`src/rtl/proc_ctrl.sv`:
```
// proc_ctrl: multi-cycle control unit for a simple register-file processor.
// Fetches a 9-bit instruction into IR and sequences bus/ALU enables over T0..T3.
module proc_ctrl #(
    parameter int IW = 9
) (
    input  logic        clk,
    input  logic        rst,
    input  logic        run,
    input  logic [15:0] din,
    output logic [7:0]  rin,
    output logic [7:0]  rout,
    output logic        ain,
    output logic        gin,
    output logic        gout,
    output logic        dinout,
    output logic        addsub,
    output logic        done
);

    localparam logic [1:0] T0 = 2'd0;
    localparam logic [1:0] T1 = 2'd1;
    localparam logic [1:0] T2 = 2'd2;
    localparam logic [1:0] T3 = 2'd3;

    localparam logic [2:0] OP_MV  = 3'b000;
    localparam logic [2:0] OP_MVI = 3'b001;
    localparam logic [2:0] OP_SUB = 3'b011;

    logic [1:0]    state_q, state_d;
    logic [IW-1:0] ir_q, ir_d;
    logic          irin;

    logic [2:0] op, x, y;
    logic [7:0] x_oh, y_oh;
    logic       is_arith;

    // Upper din bits only carry data onto the datapath bus, never into IR.
    logic unused_din;
    assign unused_din = ^din[15:IW];

    assign op       = ir_q[8:6];
    assign x        = ir_q[5:3];
    assign y        = ir_q[2:0];
    assign x_oh     = 8'd1 << x;
    assign y_oh     = 8'd1 << y;
    assign is_arith = (op[2:1] == 2'b01);

    // Decode control outputs and next state from state, IR and run.
    always_comb begin
        state_d = T0;
        irin    = 1'b0;
        rin     = 8'h00;
        rout    = 8'h00;
        ain     = 1'b0;
        gin     = 1'b0;
        gout    = 1'b0;
        dinout  = 1'b0;
        addsub  = 1'b0;
        done    = 1'b0;
        case (state_q)
            T0: begin
                irin    = run;
                state_d = run ? T1 : T0;
            end
            T1: begin
                if (op == OP_MV) begin
                    rout = y_oh;
                    rin  = x_oh;
                    done = 1'b1;
                end else if (op == OP_MVI) begin
                    dinout = 1'b1;
                    rin    = x_oh;
                    done   = 1'b1;
                end else if (is_arith) begin
                    rout    = x_oh;
                    ain     = 1'b1;
                    state_d = T2;
                end else begin
                    done = 1'b1;
                end
            end
            T2: begin
                if (is_arith) begin
                    rout    = y_oh;
                    gin     = 1'b1;
                    addsub  = (op == OP_SUB);
                    state_d = T3;
                end
            end
            T3: begin
                if (is_arith) begin
                    gout = 1'b1;
                    rin  = x_oh;
                    done = 1'b1;
                end
            end
            default: state_d = T0;
        endcase
    end

    // IR captures the instruction only on the fetch cycle.
    always_comb begin
        ir_d = ir_q;
        if (irin) begin
            ir_d = din[IW-1:0];
        end
    end

    // State and IR registers; reset wins over any pending fetch.
    always_ff @(posedge clk) begin
        if (rst) begin
            state_q <= T0;
            ir_q    <= '0;
        end else begin
            state_q <= state_d;
            ir_q    <= ir_d;
        end
    end

endmodule

```
`config.mk`:
```
export PLATFORM = sky130hd
export DESIGN_NAME = proc_ctrl
export DESIGN_NICKNAME = d
export VERILOG_FILES = /design/src/rtl/proc_ctrl.sv
export SDC_FILE = /design/constraint.sdc
export NUM_CORES = 1
export LEC_CHECK = 0
export CORE_MARGIN = 3
export CORE_UTILIZATION = 40
export DETAILED_ROUTE_END_ITERATION = 10
export GPL_TIMING_DRIVEN = 0
export MAX_ROUTING_LAYER = met4
export PLACE_DENSITY = 0.82
export SLEW_MARGIN = 0
export SYNTH_ARGS = -nofsm -noshare
export SYNTH_HDL_FRONTEND = slang
export SYNTH_SLANG_ARGS = --single-unit
```
`constraint.sdc`:
```
create_clock -name clk -period 3.1 [get_ports clk]
set_clock_uncertainty 0.05 [all_clocks]
set_input_delay 0.465 -clock clk [delete_from_list [all_inputs] [get_ports clk]]
set_output_delay 0.465 -clock clk [all_outputs]
set_load 0.1 [all_outputs]
```
==> run metrics, run 1 <==
status=completed; die height=49.0 µm; WL final=1950 µm; H-tree levels=1; Via density=5.23; Fin. Hold Viols=0; NumNets Final=161; register area share after synthesis=29.8%; top fanout value on the critical path=8; P_sw=0.113 mW; Clock Pin Slew Worst Setup and Hold Paths=0.06 ns; Setup-failing EPs final=0; Reg power frac=46.2%; area delta synth->final=51.9%; Setup Fix Bufs, Post-CTS=0; ANT cells=0; main flop type after synthesis=dfxtp_1; Vias=837; Die ar.=2400 µm²; drt wl/cell=12.2 µm; commonest cells in the netlist=nand2_1, dfxtp_1, a21oi_1, nor2_1; GPL Wtd Cong=0.851; row cnt=14; relative slew slack=34.7%; fin crit share=93.9%; RSZ-0062 raised after global routing=false; Synth Warn #=0; Port Buf Inserts=33; Clock Path Buffers=2; Logic pwr share=26.2%; GR Overflow Total=0; placed cell area=1110 µm²; Max Slew Vio Count=0; Post-synth EDFFs=0; Post-Syn Area=739 µm²; WHS=0.436 ns; top cells by area, synth=dfxtp_1, nand2_1, ha_1; Seq cells post-synth=11; syn_nets=123; HP Class=flop to flop; number of clock sinks=11; CTS tree=built; top-count cell post-synth=nand2_1; Worst setup SP type=flop; switching share of power=32.6%; max-cap violations=0; Initial Util=45.9%; Root Buffer=clkbuf_4; initial antenna violation count=0; Max Fclk=344 MHz; first-pass GRT wire length=3350 µm; clock network power share=27.5%; syn avg cell area=7.47 µm²; DP Wirelength=1550 µm; Worst VDD drop=313 µV; Worst Path Required=2.58 ns; clk_lat worst skew=0.26 ns; Internal Power=0.234 mW; width of the die=49.0 µm; post-layout min period=2.91 ns; Design Area, Final=1120 µm²; CP endpoint kind=output pin; Pwr per Cell Area=309 nW/µm²; Leak=0.565 nW; drt pass-1 iters=4; post-synthesis cell count=99; Data arrival, critical path=2.39 ns; layout cells sized above 1=16.9%; vias in the first global route=762; Core Footprint=1610 µm²; count of cell types in the netlist=29; drt drc=0; 1st-iter DRT viols=13; Synth top area share=29.8%; Post-DRT Antenna Nets=0; worst-margin pin slew=0.978 ns; IO Count=41; total global-route track usage=17.9%; Setup Crit Path Kind=flop to output pin; largest net degree at the start of global routing=11; share of async-settable or async-resettable flops after synthesis=0%; cts bufs inserted=3; top cell type by total area after synthesis=dfxtp_1
[metrics by stage]
step / util (%) / setup TNS, ns / instances / power [mW] / setup WS, ns
after floorplan: - / -2.83 / 99 / 0.224 / -0.707
after global placement: 69.0 / 0 / 156 / 0.252 / 0.104
after detailed placement: 69.0 / 0 / 156 / 0.255 / 0.0712
after CTS: 70.0 / 0 / 160 / 0.349 / 0.0415
after global routing: 69.7 / 0 / 160 / 0.369 / 0.0205
final: 69.7 / 0 / 160 / 0.347 / 0.191
[sequential cells by signal, summed over array words and instances (netlist names)]
name / flops
ir_q: 9
state_q: 2
[worst max-delay path: stages (launching register included)]
cell and delay, ns:
dfxtp_1 0.40, inv_1 0.08, ha_1 0.25, nor3b_2 0.18, a21oi_2 0.32, o22ai_1 0.15
clkdlybuf4s15_1 0.73
[metal layers]
layer / up-vias / GRT usage, % / wire (µm)
met5: - / - / 0
met4: 0 / 8.53 / 39
met3: 4 / 1.22 / 80
met2: 29 / 30.8 / 932
met1: 383 / 21.2 / 900
li1: 421 / - / -
[cell families after synthesis]
| family | count (synthesis) | share of synthesized area, % |
|---|---|---|
| mux | 2 | 3.05 |
| buf+inv | 5 | 2.71 |
| simple gates | 56 | 38.7 |
| compound gates | 20 | 17.3 |
| flops | 11 | 29.8 |
| fa+ha+maj | 5 | 8.46 |
[path summary, 6_finish.rpt]
| check | slack [ns] | start | cells past startpoint | end |
|---|---|---|---|---|
| worst max-delay path | 0.19 | state_q[1] | 6 | rout[1] |
| worst min-delay path | 0.44 | ir_q[3] | 2 | ir_q[3] |
| worst max register to register | 1.74 | state_q[0] | 6 | state_q[0] |
| worst min register to register | 0.44 | ir_q[3] | 2 | ir_q[3] |
[final cells by class]
class / instances / area, µm²
buffer: 2 / 8.76
clock buffer: 4 / 26.3
fill: 147 / 488
inverter: 3 / 11.3
multi-input combinational: 83 / 512
sequential: 11 / 220
tap: 24 / 30.0
timing repair buffer: 33 / 315
[repair_timing]
action                     4_1_cts  5_1_grt
gates resized for setup          8       27
setup endpoints to repair        8       16
hold buffers                     0        0
[power groups by stage]
stage	Clock (mW)	Combinational [mW]	Sequential, mW
final	0.0954	0.0909	0.160
after floorplan	0	0.0632	0.160
after CTS	0.0975	0.0914	0.160
after global routing	0.108	0.0991	0.162
after global placement	0	0.0896	0.162
after detailed placement	0	0.0914	0.163
[cells in the final DEF, fill, tap and decap left out, drive strengths merged]
master and n:
o32ai 5, and3 2, o21ai 1, buf 1
a21oi 11, clkdlybuf4s15 1, nand3 3, or2 1
nor2 10, nand2b 2, nor3b 1, nand4 1
o31ai 1, nand3b 2, nand2 24, and4bb 1
nor2b 3, dlymetal6s2s 8, and2 4, ha 5
mux2 2, nor3 2, o22ai 2, clkdlybuf4s50 17
dfxtp 11, inv 3, clkbuf 12
Power figures use the tool's default switching activity.
==> run 2: changes to the inputs <==
- clock period: 3.1 -> 3.47 ns (I/O delays scaled with it)
==> run metrics, run 2 (synthesis gave the netlist of run 1 again) <==
status=completed; post-layout min period=3.25 ns; Die ar.=2400 µm² (unchanged); largest net degree at the start of global routing=11 (unchanged); Largest register FFs=9 (unchanged); WHS=0.433 ns (-0.00294 ns); CTS tree=built; top fanout value on the critical path=5 (-3); Setup WS pre-CTS=0.386 ns (+0.315 ns); layout cells sized above 1=11.8% (-5.1 points); width of the die=49.0 µm (unchanged); Max Slew Vio Count=0 (unchanged); Pwr per Cell Area=268 nW/µm² (-13%); hold depth=2 (unchanged); DP Wirelength=1550 µm (unchanged); Core Util, Final=71.7% (+2.0 points); Root Buffer=clkbuf_4; drt wl/cell=12.2 µm (-0.10%); Worst VDD drop=280 µV (-11%); Worst R2R Setup Slack=2.11 ns (+0.37 ns); Clock Path Buffers=2 (unchanged); die height=49.0 µm (unchanged); CP peak stage delay=1.15 ns (+0.42 ns); Setup Fix Bufs, Post-CTS=0 (unchanged); slowest cell on the critical path=clkdlybuf4s50_1; Port Buf Inserts=33 (unchanged); ANT cells=0 (unchanged); drt drc=0 (unchanged); Critical path origin=state_q[1]; worst-margin pin slew=0.972 ns (-0.00641 ns); Data arrival, critical path=2.68 ns (+0.29 ns); relative slew slack=35.0% (+0.33 points); IO Count=41 (unchanged); cts bufs inserted=3 (unchanged); WL final=1950 µm (-0.10%); Post-DRT Antenna Nets=0 (unchanged); critical path capture point=rout[1]; fin worst setup slack=0.224 ns (+0.0329 ns); Fin. Hold Viols=0 (unchanged); CP endpoint kind=output pin; fin crit share=93.6%; Leak=0.539 nW (-4.7%); HP Class=flop to flop; Vias=840 (+0.36%); worst-path cell chain=inv_1 > ha_1 > nor2b_2 > nand3_1 > o22ai_1 > clkdlybuf4s50_1; most common cell after layout, fill and taps aside=clkdlybuf4s50_1; clk_lat worst skew=0.26 ns (about the same); most frequent cells in the layout=clkdlybuf4s50_1, nand2_1, dfxtp_1; Clock Pin Slew Worst Setup and Hold Paths=0.06 ns (about the same); GR Overflow Total=0 (unchanged); Biggest register=ir_q; Worst setup SP type=flop; Initial Util=45.9% (unchanged); 1st-iter DRT viols=11 (-2); H-tree levels=1 (unchanged); number of clock sinks=11 (unchanged); total global-route track usage=17.9% (unchanged); Core Footprint=1610 µm² (unchanged); NumNets Final=161 (unchanged); initial antenna violation count=0 (unchanged); vias in the first global route=762 (unchanged); Setup-failing EPs final=0 (unchanged); Max Fclk=308 MHz; row cnt=14 (unchanged); Worst R2R Path Depth=6 (unchanged); first-pass GRT wire length=3350 µm (unchanged); Reg2Reg Capture Point=state_q[0]; Setup Crit Path Kind=flop to output pin; RSZ-0062 raised after global routing=false; area delta synth->final=56.3%; Worst Path Required=2.90 ns (+0.32 ns); launch point of the worst reg-to-reg path=state_q[0]; largest registers=ir_q (9), state_q (2); placed cell area=1110 µm² (unchanged); setup TNS=0 ns (unchanged); GPL Wtd Cong=0.851 (unchanged); fill count=144 (-2.0%); max-cap violations=0 (unchanged); drt pass-1 iters=4 (unchanged); Via density=5.25 (+0.36%); Design Area, Final=1160 µm² (+2.9%)
## run 2: cell count changes in the layout (fill, tap and decap cells not counted)
cell             change
dlymetal6s2s_1       -1
clkdlybuf4s15_1      -1
clkbuf_2             -7
clkdlybuf4s50_1      +9
## run 2: where the power goes
group	internal, mW	switching, mW	leakage (nW)	total (mW)
combinational	0.0315	0.0503	0.434	0.0817
sequential	0.133	0.00985	0.0904	0.143
clock	0.0445	0.0408	0.0150	0.0853
## run 2: per-layer routing
layer  global-route usage [%]  wire length (µm)  vias up
met2                     30.8               937       35
met3                     1.22               109        6
met5                        -                 0        -
li1                         -                 -      421
met1                     21.2               860      378
met4                     8.53                44        0
## run 2: stage by stage
stage / std cells / total power, mW
3_5_place_dp: 156 / 0.228
2_1_floorplan: 99 / 0.200
3_3_place_gp: 156 / 0.225
4_1_cts: 160 / 0.312
5_1_grt: 160 / 0.330
6_report: 160 / 0.310
## run 2: layout make-up
| cell class | count | area, µm² | share of cell area [%] |
|---|---|---|---|
| buffer | 2 | 8.76 | 0.758 |
| clock buffer | 4 | 26.3 | 2.27 |
| inverter | 3 | 11.3 | 0.974 |
| multi-input combinational | 83 | 512 | 44.3 |
| sequential | 11 | 220 | 19.0 |
| tap | 24 | 30.0 | 2.60 |
| timing repair buffer | 33 | 348 | 30.1 |
## run 2: worst min-delay path by stage
stage | start | to | slack, ns
floorplan | ir_q[3] | ir_q[3] | 0.39
global placement | ir_q[3] | ir_q[3] | 0.40
detailed placement | ir_q[3] | ir_q[3] | 0.43
CTS | ir_q[3] | ir_q[3] | 0.44
global route | ir_q[3] | ir_q[3] | 0.47
finish | ir_q[3] | ir_q[3] | 0.43
## run 2: timing repair
item / in CTS / in global routing
hold buffers: 0 / 0
resized for setup: 0 / 7
setup endpoints to repair: 0 / 7
## run 2: worst max-delay path: cells and delay by family (launching register included)
kind,cells,cell delay [ns]
AOI/OAI and AO/OA,1,0.16
adders and majority gates,1,0.28
DFF,1,0.40
and+or+nand+nor,2,0.33
buffers and inverters,2,1.23
